<file path="src/rtl/inst_fetch_pkg.sv">
// Shared cpu constants used by the fetch stage and its instruction queue.
package inst_fetch_pkg;
  localparam int          CPU_ADDR_WIDTH = 32;
  localparam int          CPU_INST_WIDTH = 32;
  localparam int          INST_BYTES     = 4;
  localparam logic [31:0] CPU_RESET_PC   = 32'h0000_0000;
endpackage

</file>
<file path="src/rtl/inst_fetch_queue.sv">
// Circular FIFO of {inst, pc} pairs; flush empties it and overrides push/pop.
module inst_queue
  import inst_fetch_pkg::*;
#(
  parameter int INST_WIDTH  = CPU_INST_WIDTH,
  parameter int ADDR_WIDTH  = CPU_ADDR_WIDTH,
  parameter int QUEUE_DEPTH = 4
) (
  input  logic                         clk_in,
  input  logic                         rst_in,
  input  logic                         flush,
  input  logic                         push,
  input  logic [INST_WIDTH-1:0]        push_inst,
  input  logic [ADDR_WIDTH-1:0]        push_pc,
  input  logic                         pop,
  output logic [INST_WIDTH-1:0]        head_inst,
  output logic [ADDR_WIDTH-1:0]        head_pc,
  output logic [$clog2(QUEUE_DEPTH):0] count
);
  localparam int PTR_W = $clog2(QUEUE_DEPTH);
  localparam int CNT_W = PTR_W + 1;

  logic [INST_WIDTH-1:0] inst_mem [QUEUE_DEPTH];
  logic [ADDR_WIDTH-1:0] pc_mem   [QUEUE_DEPTH];
  logic [PTR_W-1:0]      head;
  logic [PTR_W-1:0]      tail;
  logic                  push_eff;
  logic                  pop_eff;

  assign push_eff = push && !flush && (count != CNT_W'(QUEUE_DEPTH));
  assign pop_eff  = pop  && !flush && (count != '0);

  // Storage carries data only and is never reset.
  always_ff @(posedge clk_in) begin
    if (push_eff) begin
      inst_mem[tail] <= push_inst;
      pc_mem[tail]   <= push_pc;
    end
  end

  always_ff @(posedge clk_in or posedge rst_in) begin
    if (rst_in) begin
      head  <= '0;
      tail  <= '0;
      count <= '0;
    end else if (flush) begin
      head  <= '0;
      tail  <= '0;
      count <= '0;
    end else begin
      if (push_eff) tail <= tail + PTR_W'(1);
      if (pop_eff)  head <= head + PTR_W'(1);
      case ({push_eff, pop_eff})
        2'b10:   count <= count + CNT_W'(1);
        2'b01:   count <= count - CNT_W'(1);
        default: count <= count;
      endcase
    end
  end

  assign head_inst = inst_mem[head];
  assign head_pc   = pc_mem[head];
endmodule

</file>
<file path="src/rtl/inst_fetch.sv">
// Instruction fetch: issues byte PCs to a 1-cycle RAM, queues returned words, redirects on jump.
module inst_fetch
  import inst_fetch_pkg::*;
#(
  parameter int                    ADDR_WIDTH  = CPU_ADDR_WIDTH,
  parameter int                    INST_WIDTH  = CPU_INST_WIDTH,
  parameter int                    QUEUE_DEPTH = 4,
  parameter logic [ADDR_WIDTH-1:0] RESET_PC    = ADDR_WIDTH'(CPU_RESET_PC)
) (
  input  logic                  clk_in,
  input  logic                  rst_in,
  output logic [ADDR_WIDTH-1:0] mem_addr_a,
  input  logic [INST_WIDTH-1:0] mem_data_a,
  input  logic                  jump_valid,
  input  logic [ADDR_WIDTH-1:0] jump_pc,
  output logic                  out_valid,
  output logic [INST_WIDTH-1:0] out_inst,
  output logic [ADDR_WIDTH-1:0] out_pc,
  input  logic                  out_ready
);
  localparam int CNT_W = $clog2(QUEUE_DEPTH) + 1;

  function automatic logic [ADDR_WIDTH-1:0] align_pc(input logic [ADDR_WIDTH-1:0] pc);
    return pc & ~ADDR_WIDTH'(INST_BYTES - 1);
  endfunction

  logic [ADDR_WIDTH-1:0] fetch_pc;
  logic [ADDR_WIDTH-1:0] inflight_pc;
  logic                  inflight;
  logic [CNT_W-1:0]      count;
  logic [CNT_W-1:0]      occupancy;
  logic                  issue;
  logic                  capture;
  logic [INST_WIDTH-1:0] head_inst;
  logic [ADDR_WIDTH-1:0] head_pc;

  // In-flight reads reserve a slot so a returning word always has room.
  assign occupancy = count + CNT_W'(inflight);
  assign issue     = !jump_valid && (occupancy < CNT_W'(QUEUE_DEPTH));
  assign capture   = inflight && !jump_valid;

  // Stage 0: address issue to RAM port A
  always_ff @(posedge clk_in or posedge rst_in) begin
    if (rst_in) begin
      fetch_pc <= RESET_PC;
      inflight <= 1'b0;
    end else if (jump_valid) begin
      fetch_pc <= align_pc(jump_pc);
      inflight <= 1'b0;
    end else if (issue) begin
      fetch_pc <= fetch_pc + ADDR_WIDTH'(INST_BYTES);
      inflight <= 1'b1;
    end else begin
      inflight <= 1'b0;
    end
  end

  always_ff @(posedge clk_in) begin
    if (issue) inflight_pc <= fetch_pc;
  end

  assign mem_addr_a = fetch_pc;

  // Stage 1: RAM data returns and is captured into the queue
  inst_queue #(
    .INST_WIDTH (INST_WIDTH),
    .ADDR_WIDTH (ADDR_WIDTH),
    .QUEUE_DEPTH(QUEUE_DEPTH)
  ) u_queue (
    .clk_in   (clk_in),
    .rst_in   (rst_in),
    .flush    (jump_valid),
    .push     (capture),
    .push_inst(mem_data_a),
    .push_pc  (inflight_pc),
    .pop      (out_valid && out_ready),
    .head_inst(head_inst),
    .head_pc  (head_pc),
    .count    (count)
  );

  assign out_valid = (count != '0);
  assign out_inst  = out_valid ? head_inst : '0;
  assign out_pc    = out_valid ? head_pc   : '0;
endmodule

</file>
<file path="config.mk">
export PLATFORM = sky130hd
export DESIGN_NAME = inst_fetch
export DESIGN_NICKNAME = d
export VERILOG_FILES = /design/src/rtl/inst_fetch_pkg.sv /design/src/rtl/inst_fetch_queue.sv /design/src/rtl/inst_fetch.sv
export SDC_FILE = /design/constraint.sdc
export NUM_CORES = 1
export LEC_CHECK = 0
export ABC_CLOCK_PERIOD_IN_PS = 3550
export CAP_MARGIN = 25
export CORE_MARGIN = 1.5
export CORE_UTILIZATION = 55
export CTS_CLUSTER_DIAMETER = 40
export CTS_CLUSTER_SIZE = 12
export DETAILED_ROUTE_END_ITERATION = 16
export GPL_TIMING_DRIVEN = 1
export MAX_ROUTING_LAYER = met4
export PLACE_DENSITY = 0.79
export SYNTH_ARGS = -nofsm -noshare
export SYNTH_HDL_FRONTEND = slang
export SYNTH_SLANG_ARGS = --single-unit
</file>
<file path="constraint.sdc">
create_clock -name clk_in -period 3.55 [get_ports clk_in]
set_input_delay 0.71 -clock clk_in [delete_from_list [all_inputs] [get_ports clk_in]]
set_output_delay 0.71 -clock clk_in [all_outputs]
set_load 0.005 [all_outputs]
</file>
Yosys cells after proc, flatten, opt, wreduce, memory -nomap -nowiden
Memories as Yosys holds them, arrays and structs flattened.
Index checks and enable logic that the tools add are counted.
{"block": "totals", "out_inout_bits": 97, "mem_count": 2, "in_bits": 68, "ram_bits": 256, "ff_bits": 72, "elab_cells": 45}
{"memory": "u_queue.inst_mem", "depth": 4, "word_bits": 32, "read_ports": 1, "rd_clocked_by_memory_dff": 0, "wr": 1, "line": "inst_fetch_queue.sv:23", "text": "logic [INST_WIDTH-1:0] inst_mem [QUEUE_DEPTH];"}
{"memory": "u_queue.pc_mem", "depth": 4, "word_bits": 32, "read_ports": 1, "rd_clocked_by_memory_dff": 0, "wr": 1, "line": "inst_fetch_queue.sv:24", "text": "logic [ADDR_WIDTH-1:0] pc_mem [QUEUE_DEPTH];"}
{"block": "classes", "eq_ne": 3, "n_reduce_logical": 13, "mux": 14, "n_lt_le_gt_ge": 1, "add_sub_neg": 6}
{"operator": "two-way mux 32 bit", "count": 4}
{"operator": "adder 32 x 3 -> 32 bit (second input constant)", "count": 1}
{"operator": "two-way mux 2 bit", "count": 4}
{"operator": "logical AND 1 bit", "count": 7}
{"operator": "case mux 3 bit (2 select lines)", "count": 1}
{"operator": "nonzero test 2 bit", "count": 3}
{"operator": "nonzero test 3 bit", "count": 2}
{"operator": "adder 2 x 1 -> 2 bit (second input constant)", "count": 2}
{"operator": "two-way mux 1 bit", "count": 4}
{"operator": "adder 3 x 1 -> 3 bit", "count": 1}
{"operator": "adder 3 x 1 -> 3 bit (second input constant)", "count": 1}
{"operator": "< comparator 3 bit (second input constant)", "count": 1}
{"operator": "two-way mux 3 bit", "count": 1}
{"operator": "inequality test 3 bit (second input constant)", "count": 1}
{"operator": "subtractor 3 x 1 -> 3 bit (second input constant)", "count": 1}
{"operator": "== test 2 x 1 -> 1 bit (second input constant)", "count": 1}
{"operator": "== test 2 bit (second input constant)", "count": 1}
{"operator": "zero test 1 bit", "count": 1}

Longest topological paths before layout
{"block": "depth", "word_depth": 7, "mapped_depth": 7, "depth_no_buf": 6}

Hierarchy
From an unflattened synthesis, not the netlist that was laid out.
{"block": "unflattened", "cells_unflattened": 735, "area_unflattened_um2": 13118.8}
{"module": "inst_queue", "instances": 1, "cells_each": 387, "seq_area_each_um2": 7862.5, "area_each_um2": 9708.1}
{"module": "inst_fetch", "instances": 1, "cells_each": 348, "seq_area_each_um2": 1676.6, "area_each_um2": 3410.8}

Least setup slack after synthesis
OpenSTA, ideal clock, no wires.
{"block": "synth_timing", "path_kind": "input -> register", "start": "input jump_valid", "end": "memory u_queue.inst_mem[0][0] (netlist bit), enable pin", "setup_ns": 0.427, "cell_stages": 5, "n_path_buf": 3, "required_ns": 3.123, "path_slack_ns": 0.163, "arrival_time_ns": 2.961, "cell_sequence": "clkbuf_1 > clkbuf_1 > clkbuf_1 > nor2_1 > and2_1"}
{"block": "synth_between", "elab_chain_len": 6}
{"item": "start, declared", "line": "inst_fetch.sv:14", "text": "input logic jump_valid,"}
{"item": "zero test 1 bit *", "line": "inst_fetch_queue.sv:30, inst_fetch.sv:40"}
{"item": "logical AND 1 bit", "line": "inst_fetch.sv:40", "text": "assign capture = inflight && !jump_valid;"}
{"item": "logical AND 1 bit * (2 in series)", "line": "inst_fetch_queue.sv:30", "text": "assign push_eff = push && !flush && (count != CNT_W'(QUEUE_DEPTH));"}
{"item": "two-way mux 1 bit *", "line": "inst_fetch_queue.sv:35", "text": "if (push_eff) begin"}
{"item": "two-way mux 1 bit (implied by the code) *", "line": "inst_fetch_queue.sv:36", "text": "inst_mem[tail] <= push_inst;"}
{"item": "end, declared", "line": "inst_fetch_queue.sv:23"}
Mark *: on every way between the ends. The rest lies on a longest branch, timed or not.

Worst setup path after layout
{"block": "layout_timing", "start": "register u_queue.head[0]", "end": "output out_pc[29]"}
{"block": "layout_between", "elab_chain_len": 2}
{"item": "start, declared", "line": "inst_fetch_queue.sv:25", "text": "logic [PTR_W-1:0] head;"}
{"item": "start signal, assigned", "line": "inst_fetch_queue.sv:52", "text": "if (pop_eff) head <= head + PTR_W'(1);"}
{"item": "memory (4 x 32 bit)"}
{"item": "two-way mux 32 bit", "line": "inst_fetch.sv:84", "text": "assign out_pc = out_valid ? head_pc : '0;"}
{"item": "end, declared", "line": "inst_fetch.sv:18", "text": "output logic [ADDR_WIDTH-1:0] out_pc,"}
Every way passes these cells.

==> metrics <==
port bufs 158; Clk pin slew, worst setup/hold paths 0.06 ns; setup_tns 0 ns; M3 GR Usage 0.04320; Slew headroom 0.3003; Critical Path Start Type register; diodes inserted 0; share of cells above drive strength 1 0.1654; adder-cell area share of the yosys netlist 0.006364; initial antenna violation count 0; Num CTS Buffers 37; ys async rst share 0.1203; clk buf depth 3; area grow syn2layout 23.31%; CTS HTree Levels 2; fin area 16,000 µm²; drt first-iter violations between 400 and 500; status finished clean; GRT Util Overall 0.2262; Die Area 24,520 µm²; commonest non-fill, non-tap cell in the layout edfxtp_1; DRC violations left 0; CP delay by family, top buffers and inverters; Hold Path Class register to register; met2 layer usage reported by global route 0.3501; fmax 0.3017 GHz; Syn Area/Cell 17.42 µm²; Worst-Margin Slew slightly above 1 ns; DRT antenna net count 0; FP Rows between 50 and 60; synth warn 0; via count 7,331; Synth cell types between 60 and 70; Period minus WS final 3.315 ns; flop-to-flop setup slack 1.19 ns; XOR/XNOR Fraction of Synth Area 0.004050; Area after DPL 14,910 µm²; critical path, cell by cell buf_4 > mux4_2 > and2_1 > clkdlybuf4s50_1; met1 usage 0.3141; first-pass GRT wire length 40.53 mm; VDD IR-drop max between 0.4 and 0.5 mV; final setup violation count 0; core footprint 23,330 µm²; Worst EP arrival between 2 and 3 ns; post-CTS setup buffer count 0; WP depth 4; Final HPWL DP approximately 16 mm; Final Hold Fails 0; period utilization 0.9338; EDFF count, synth 278; Routability Congestion 0.8691; Required @ worst endpoint 2.84 ns; clock sinks between 300 and 400; hold_buf cts 0; Initial Utilization 0.5561; Critical Path Sink Type output pin; most common flop cell mapped by yosys edfxtp_1; router iterations before antenna repair 4; die height 156.6 µm; Layout Skew 0.01604 ns; CP Class register to output pin; Worst Path Max Fanout 12; LEAKAGE roughly 0.0053 µW; simple-gate share of the synthesized area 0.1011; Ports 165; dpl ws approximately 0.63 ns; Synth Area in Compound Gates 0.03500; CP max-delay cell mux4_2; Pwr Density approximately 700 nW/µm²; largest family of logic cells by synthesized area multiplexers; mux contribution to synthesized area 0.1118; CP bufs+invs 2; DIE WIDTH 156.6 µm; max_cap viols 0; CTS tree built; mapped cell area 12,980 µm²; Largest stage delay, worst path 0.61 ns; register area share after synthesis 0.7166; later-pin clock latency in the skew report a little over 0.5 ns; Worst Hold Depth 0; total wire length 26.00 mm; GR peak layer met2; clock root buffer clkbuf_16; fin util 0.6858; pin count of the biggest net entering global routing 64; layout filler cell count between 1,500 and 2,000; wire length per cell 20.80 µm; RSZ-0062 raised after global routing no; reg2reg path depth 5; Post-Synthesis Cells 745; Nets 984; vias in the first global route ~7,200; Synth Register Bits 316; worst setup margin 0.2352 ns; Final Max Slew Viols 0; grt total ovfl 0; most frequent cells in the layout 278 x edfxtp_1, 157 x clkdlybuf4s50_1, 63 x and2_1, 63 x mux4_2, 37 x clkbuf_16; vias per inst a little under 6
-- final cells by class --
cell class / instances / area, µm² / share of cell area
Clock inverter: 18 / 136.4 / 0.008524
Clock buffer: 42 / 954.7 / 0.05967
Tap cell: 319 / 399.1 / 0.02495
Multi-Input combinational cell: 371 / 3392 / 0.2120
Inverter: 12 / 45.04 / 0.002815
Timing Repair Buffer: 172 / 1769 / 0.1106
Sequential cell: 316 / 9304 / 0.5815
-- timing repair --
item                                   in CTS  in global routing
endpoints found under the hold margin       0                  0
setup endpoints to repair                   0                  7
gates resized for setup                     0                  1
-- power by group --
group	total [µW]	switching [µW]	leakage [µW]	internal [µW]
registers	4870	292	0.00298	4570
clock network	3400	1400	0.000537	2000
logic	2910	1260	0.00173	1650
total	11200	2940	0.00525	8230
-- stage by stage --
stage	cells	power [µW]	hold WS [ns]
2_1_floorplan	748	6340	0.4587
3_3_place_gp	1190	7781	0.4701
3_5_place_dp	1190	7864	0.4869
4_1_cts	1250	11310	0.4980
5_1_grt	1250	11720	0.5127
6_report	1250	11180	0.4932
-- path summary, 6_finish.rpt --
| check | startpoint | end |
|---|---|---|
| max in group asynchronous | rst_in | mem_addr_a[14] |
| min reg2reg | inflight_pc[10] | u_queue.pc_mem[0][10] |
| min in group asynchronous | rst_in | mem_addr_a[5] |
| max | u_queue.head[0] | out_pc[29] |
| max reg2reg | u_queue.count[0] | mem_addr_a[9] |
| min | inflight_pc[10] | u_queue.pc_mem[0][10] |
-- routing by layer --
metal | vias up | part of all wire
li1 | 3281 | -
met1 | 3688 | 0.42
met2 | 326 | 0.49
met3 | 36 | 0.073
met4 | 0 | 0.016
met5 | - | 0
-- Yosys cell counts (6+ instances only) --
master / instances / area (µm²)
o21ai_0: 6 / 30.03
nand4_1: 22 / 137.6
o31ai_1: 11 / 82.58
nor2b_1: 11 / 68.82
dfrtp_1: 38 / 950.9
inv_1: 12 / 45.04
mux4_2: 63 / 1419
buf_2: 14 / 70.07
nand3_1: 32 / 160.2
a22oi_1: 7 / 52.55
o311ai_0: 8 / 70.07
clkbuf_1: 22 / 82.58
and2_1: 67 / 419.2
a31oi_1: 7 / 43.79
nor3_1: 10 / 50.05
nand2_1: 25 / 93.84
nor2_1: 25 / 93.84
edfxtp_1: 278 / 8348
-- logic make-up (layout without fill, tap and decap cells) --
group,Yosys count,after routing
DFF,316,316
and+or+nand+nor,228,228
muxes,66,66
AOI/OAI and AO/OA,61,61
buffers and inverters,61,244
adders and majority gates,6,6
xor gates and xnor gates,6,6
other,1,4
-- sequential cells by signal (all words and copies together) (netlist names) --
name              flops
inflight              1
inflight_pc          30
mem_addr_a           30
u_queue.count         3
u_queue.head          2
u_queue.inst_mem    128
u_queue.pc_mem      120
u_queue.tail          2
-- worst reg2reg max path, delay by kind of cell (launching register included) --
kind                   cells  cell delay (ns)
DFF                        1             0.50
buffers and inverters      1             0.28
and+or+nand+nor            2             0.48
muxes                      1             0.89
AOI/OAI and AO/OA          1             0.15
No activity file was read; power rests on OpenSTA's default activity.
